`src/rtl/wb_regfile_unit.sv`:
```
// Writeback stage: selects the writeback value, commits it to the 4x8 register
// file with same-cycle read bypass, and queues OUT values in a small FIFO
// drained over a valid/ready port.
module wb_regfile_unit #(
  parameter logic [7:0]  SP_RESET  = 8'hFF,
  parameter int unsigned OUT_DEPTH = 4
) (
  input  logic       clk,
  input  logic       rst,
  input  logic [7:0] wb_alu_res,
  input  logic [7:0] wb_mem_data,
  input  logic [1:0] wb_dist,
  input  logic       wb_mem_to_reg,
  input  logic       wb_reg_write,
  input  logic       wb_output_valid,
  input  logic [1:0] rd_addr_a,
  input  logic [1:0] rd_addr_b,
  input  logic       out_ready,
  output logic [7:0] rd_data_a,
  output logic [7:0] rd_data_b,
  output logic [7:0] out_data,
  output logic       out_valid,
  output logic       out_full,
  output logic       out_overflow
);

  localparam int unsigned DATA_W = 8;
  localparam int unsigned PTR_W  = (OUT_DEPTH > 1) ? $clog2(OUT_DEPTH) : 1;
  localparam int unsigned CNT_W  = PTR_W + 1;

  logic [DATA_W-1:0] r_regs [4];
  logic [DATA_W-1:0] r_mem  [OUT_DEPTH];
  logic [PTR_W-1:0]  r_wr_ptr;
  logic [PTR_W-1:0]  r_rd_ptr;
  logic [CNT_W-1:0]  r_count;
  logic              r_overflow;

  logic [DATA_W-1:0] w_wb_value;
  logic              w_full;
  logic              w_valid;
  logic              w_pop;
  logic              w_push;
  logic              w_drop;

  // Writeback value mux: memory load data or ALU result.
  always_comb begin
    w_wb_value = wb_mem_to_reg ? wb_mem_data : wb_alu_res;
  end

  // Decode read ports with write-through so a same-cycle RAW sees the new value.
  always_comb begin
    rd_data_a = r_regs[rd_addr_a];
    rd_data_b = r_regs[rd_addr_b];
    if (wb_reg_write && (wb_dist == rd_addr_a)) rd_data_a = w_wb_value;
    if (wb_reg_write && (wb_dist == rd_addr_b)) rd_data_b = w_wb_value;
  end

  // Architectural register file; R3 doubles as the stack pointer.
  always_ff @(posedge clk) begin
    if (rst) begin
      r_regs[0] <= '0;
      r_regs[1] <= '0;
      r_regs[2] <= '0;
      r_regs[3] <= SP_RESET;
    end else if (wb_reg_write) begin
      r_regs[wb_dist] <= w_wb_value;
    end
  end

  // FIFO handshake: a push into a full queue is allowed when the head leaves this cycle.
  always_comb begin
    w_full  = (r_count == CNT_W'(OUT_DEPTH));
    w_valid = (r_count != '0);
    w_pop   = w_valid && out_ready;
    w_push  = wb_output_valid && (!w_full || w_pop);
    w_drop  = wb_output_valid && w_full && !w_pop;
  end

  // FIFO storage; contents need no reset because count gates visibility.
  always_ff @(posedge clk) begin
    if (!rst && w_push) begin
      r_mem[r_wr_ptr] <= w_wb_value;
    end
  end

  // FIFO pointers, occupancy and sticky overflow flag.
  always_ff @(posedge clk) begin
    if (rst) begin
      r_wr_ptr   <= '0;
      r_rd_ptr   <= '0;
      r_count    <= '0;
      r_overflow <= 1'b0;
    end else begin
      if (w_push) r_wr_ptr <= r_wr_ptr + PTR_W'(1);
      if (w_pop)  r_rd_ptr <= r_rd_ptr + PTR_W'(1);
      case ({w_push, w_pop})
        2'b10:   r_count <= r_count + CNT_W'(1);
        2'b01:   r_count <= r_count - CNT_W'(1);
        default: r_count <= r_count;
      endcase
      if (w_drop) r_overflow <= 1'b1;
    end
  end

  // Port outputs derived from FIFO state.
  always_comb begin
    out_data     = r_mem[r_rd_ptr];
    out_valid    = w_valid;
    out_full     = w_full;
    out_overflow = r_overflow;
  end

endmodule

```
`config.mk`:
```
export PLATFORM = sky130hd
export DESIGN_NAME = wb_regfile_unit
export DESIGN_NICKNAME = d
export VERILOG_FILES = /design/src/rtl/wb_regfile_unit.sv
export SDC_FILE = /design/constraint.sdc
export NUM_CORES = 1
export LEC_CHECK = 0
export CORE_UTILIZATION = 58
export CTS_CLUSTER_DIAMETER = 80
export CTS_CLUSTER_SIZE = 16
export DETAILED_ROUTE_END_ITERATION = 8
export PLACE_DENSITY = 0.94
export SYNTH_ARGS = -nofsm -noshare
export SYNTH_HDL_FRONTEND = slang
export SYNTH_SLANG_ARGS = --single-unit
```
`constraint.sdc`:
```
create_clock -name clk -period 3.84 [get_ports clk]
set_input_delay 0.768 -clock clk [delete_from_list [all_inputs] [get_ports clk]]
set_output_delay 0.768 -clock clk [all_outputs]
set_load 0.02 [all_outputs]
```
# After elaboration in Yosys (flattened, before gate mapping)
# Memory sizes are Yosys's and may differ from the RTL's. A register that Yosys moved wholly into a read port is not among the register bits.
# Index checks and enable logic that the tools add are counted.
# W data, S select, Z words.
# classes
addsub	4
n_eq_ne	5
n_mux	16
n_reduce_logical	14
# op_table
op	n
$mux W8	4
$mux W1	8
$reduce_or A8 Y1	1
$logic_and A1 B1 Y1	7
$mux W2	3
$pmux W3 S2	1
$add A2 B1 Y2 const B	2
$eq A2 B2 Y1	2
$add A3 B1 Y3 const B	1
$eq A3 B3 Y1 const B	1
$logic_not A1 Y1	3
$reduce_bool A3 Y1	1
$sub A3 B1 Y3 const B	1
$eq A2 B1 Y1 const B	1
$eq A2 B2 Y1 const B	1
$reduce_bool A2 Y1	1
$logic_or A1 B1 Y1	1
# word_totals
register_bits	8
mem_bits_rw	64
in_bits	28
output_inout_bits	27
word_cells	45
memories	2
# mem_list
memory	depth	word_bits	read_ports	rd_ports_with_merged_regs	write_ports	line_no	source
r_mem	4	8	1	1	1	32	logic [DATA_W-1:0] r_mem [OUT_DEPTH];
r_regs	4	8	2	0	4	31	logic [DATA_W-1:0] r_regs [4];

# Longest topological paths before layout
# depth
word_depth	7
depth_mapped	7
depth_no_buf	6

# Worst setup path before layout
# OpenSTA, ideal clock, no wires.
# synth_timing
kind	input -> output
start	input port rd_addr_a[0]
end	output port rd_data_a[0]
arrival_ns	1.719
required_ns	3.072
path_slack_ns	1.353
path_stages	3
path_buffers	1
path_cell_list	buf_6 -> mux4_2 -> mux2_2
# synth_between
elab_chain_cells	3
elab_cells_between_ends	4
classes_between	eq/ne: 1; mux: 1; reduce/logical: 1; memory: 1
# synth_rtl
item	line_no	source
start: declaration	16	input logic [1:0] rd_addr_a,
parallel branches: the longest is 2 deep, another holds $mem_v2 Z4 W8	--	
$mux W8 *	54	if (wb_reg_write && (wb_dist == rd_addr_a)) rd_data_a = w_wb_value;
end: declaration	19	output logic [7:0] rd_data_a,
# Every way passes the cells marked *.

# Worst setup path after layout
# layout_timing
start	input port wb_mem_to_reg
end	output port rd_data_b[1]
# layout_between
elab_chain_cells	2
# layout_rtl
item	line_no	source
start: declaration	13	input logic wb_mem_to_reg,
$mux W8	47	w_wb_value = wb_mem_to_reg ? wb_mem_data : wb_alu_res;
via w_wb_value[1]	38	logic [DATA_W-1:0] w_wb_value;
$mux W8	55	if (wb_reg_write && (wb_dist == rd_addr_b)) rd_data_b = w_wb_value;
end: declaration	20	output logic [7:0] rd_data_b,
# The timed path passes the listed nets, and every way through them passes these cells.

==> run metrics <==
Yosys reg bits=74; Total Neg Setup Slack=0 ns; share of cells above drive strength 1=23.5%; clk_lat worst skew=0.35 ns; initial antenna violation count=0; first-pass GRT wire length=11900 µm; critical path launch point type=input port; maximum clock rate=0.266 GHz; Ant. Diodes=0; CTS tree=yes; Max-slew headroom=63.6%; number of port buffers=54; DRT Pass-1 Iters=4; clk root buf=clkbuf_8; num rows=28; DRC viols=0; Slew @ Worst Pin=0.545 ns; r2r setup slk=2.04 ns; commonest non-fill, non-tap cell in the layout=edfxtp_1; antenna viol nets, final=0; cts repair resizes=0; Core ar.=0.00599 mm²; H-tree depth=3; Die Area=0.00664 mm²; die height=81.5 µm; max-slew violation count=0; vias in the first global route=2354; multi-input logic area=0.00139 mm²; post-synth net total=281; FF-to-FF End=r_count[2]$_SDFFE_PP0P_; hpwl dp=5600 µm; DR iter-0 viols=152; Initial Util=61.2%; chip width=81.5 µm; worst vdd ir=0.314 mV; worst path required time=3.07 ns; HP Start=out_overflow$_SDFFE_PP0P_; vias=2333; Worst path top cell family by delay=buffers and inverters; CP Cell Sequence=clkdlybuf4s50_1 > mux2i_1 > inv_1 > mux2_2 > clkdlybuf4s50_1; WS Path Type=in -> out; largest cells by area after synthesis=edfxtp_1 52%, mux4_2 15%, dfxtp_1 5.5%; Vias/cell=5.98; reg2reg start=r_count[0]$_SDFFE_PP0P_; worst reg2reg path depth=6; TritonCTS Sinks=74; hold endpoint=out_overflow$_SDFFE_PP0P_; CP Capture Type=output port; Tot Pwr=1990 µW; post-synth design cell area=0.00366 mm²; CP bufs+invs=3; Tcrit/Tclk final=97.9%; CP max FO=7; library cells used by synthesis=37; Syn Area/Cell=14.8 µm²; final hold violation count=0; Crit path largest cell delay=0.68 ns; CP Data Arrival Time=2.99 ns; fill count=360; Longest Clk Path Bufs=2; max_cap viols=0; Yosys top cell by area=edfxtp_1; Hold Path Depth=2; Post-Route WL=7570 µm; most frequent CP cell=clkdlybuf4s50_1; I/O pin total=55; Final Critical Period=3.76 ns; Clock Skew=0.0112 ns; area growth from synthesis to layout=22.7%; RSZ-0062 raised after global routing=yes; commonest cells after routing, fill and taps aside=64 x edfxtp_1, 54 x clkdlybuf4s50_1, 30 x nor2_1; Worst-path clk slew=0.08 ns; Min-Delay Path Class=reg -> reg; synthesized instance count=248; Synth top area share=52.4%; gr usage total=25.7%; gr ovfl total=0; GPL Wtd Cong=0.803; TritonCTS Buffers=9; Pleak=0.00160 µW; sequential area share after synthesis=57.9%; PD cells=443 mW/mm²; Final Setup Violations=0; Final nets=343; wire per inst=19.4 µm; FF+latch area=0.00212 mm²; run status=complete, no violations; Yosys warnings=0; Worst path slowest cell=clkdlybuf4s50_1; largest net degree at the start of global routing=15
## layout make-up
type	instances	share of cell area, %
Clock buffer	15	4.14
Sequential cell	74	47.2
Timing Repair Buffer	68	14.4
Clock inverter	1	0.139
Multi-Input combinational cell	143	30.9
Inverter	14	1.17
Tap cell	75	2.09
## state kept, by name, indices dropped and copies added (netlist names), named ones only
name / count
r_mem: 32
r_rd_ptr: 2
r_regs: 32
out_overflow: 1
r_wr_ptr: 2
r_count: 3
## synth_stat cells, drive strengths merged
library cell	number
edfxtp	64
nor2	30
mux4	24
mux2	16
buf	14
inv	14
dfxtp	10
nand2	9
mux2i	8
a21oi	5
and2	5
nand3	5
xnor2	5
ha	4
nand2b	4
nand3b	4
clkbuf	3
o21ai	3
or3	3
xor2	3
o211ai	2
a31o	1
a31oi	1
and2b	1
fa	1
nor3	1
nor4b	1
o2111ai	1
o21ba	1
o21bai	1
o311ai	1
o31ai	1
or2	1
or3b	1
## power breakdown
part | switching, µW | internal, µW | total [µW] | leakage [µW]
combinational | 205 | 232 | 437 | 0.000816
sequential | 48.4 | 928 | 976 | 0.000683
clock | 271 | 307 | 577 | 0.000100
## layer usage
layer / track usage (%) / up-vias / wire length (µm)
met5: 0 / - / 0
met3: 6.11 / 24 / 357
met1: 31.6 / 1169 / 2980
li1: - / 1049 / -
met2: 41.6 / 91 / 3950
met4: 14.8 / 0 / 278
## cell families (layout without fill, tap and decap cells)
kind of cell,count (synthesis),in the layout,share of synthesized area [%]
flip-flops,74,74,57.9
XOR/XNOR,8,8,1.91
adder cells (fa/ha/maj),5,5,1.91
buffers and inverters,31,98,4.13
multiplexers,48,48,21.9
AO/OA/AOI/OAI,17,17,3.07
AND/OR/NAND/NOR,65,65,9.22
## repair_timing
action,CTS,global route
hold buffers,0,0
hold endpoints to repair,0,0
endpoints found under the setup margin,0,3
buffers inserted,0,0
## tightest hold or removal path, cell delays in order (launching register included)
cell and delay (ns):
dfxtp_1 0.33, a21oi_1 0.04, nor2_1 0.07
## worst max-delay path by stage
stage / cells past startpoint / to / start
2_1_floorplan: 3 / rd_data_a[0] / rd_addr_a[0]
3_3_place_gp: 6 / rd_data_a[5] / wb_mem_to_reg
3_5_place_dp: 5 / rd_data_b[1] / wb_mem_to_reg
4_1_cts: 6 / rd_data_a[5] / wb_mem_to_reg
5_1_grt: 5 / rd_data_b[1] / wb_mem_to_reg
6_report: 5 / rd_data_b[1] / wb_mem_to_reg
## through the flow
stage	area [µm²]	setup slack [ns]	utilization, %	std cells	hold WS (ns)
4_1_cts	4500	0.108	75.1	390	0.486
3_5_place_dp	4310	0.113	71.9	374	0.468
3_3_place_gp	4310	0.172	71.9	374	0.454
5_1_grt	4500	-0.00790	75.1	390	0.503
6_report	4500	0.0812	75.1	390	0.479
2_1_floorplan	3660	1.35	-	248	0.485
Note: power is estimated with default switching activity, not from simulation.
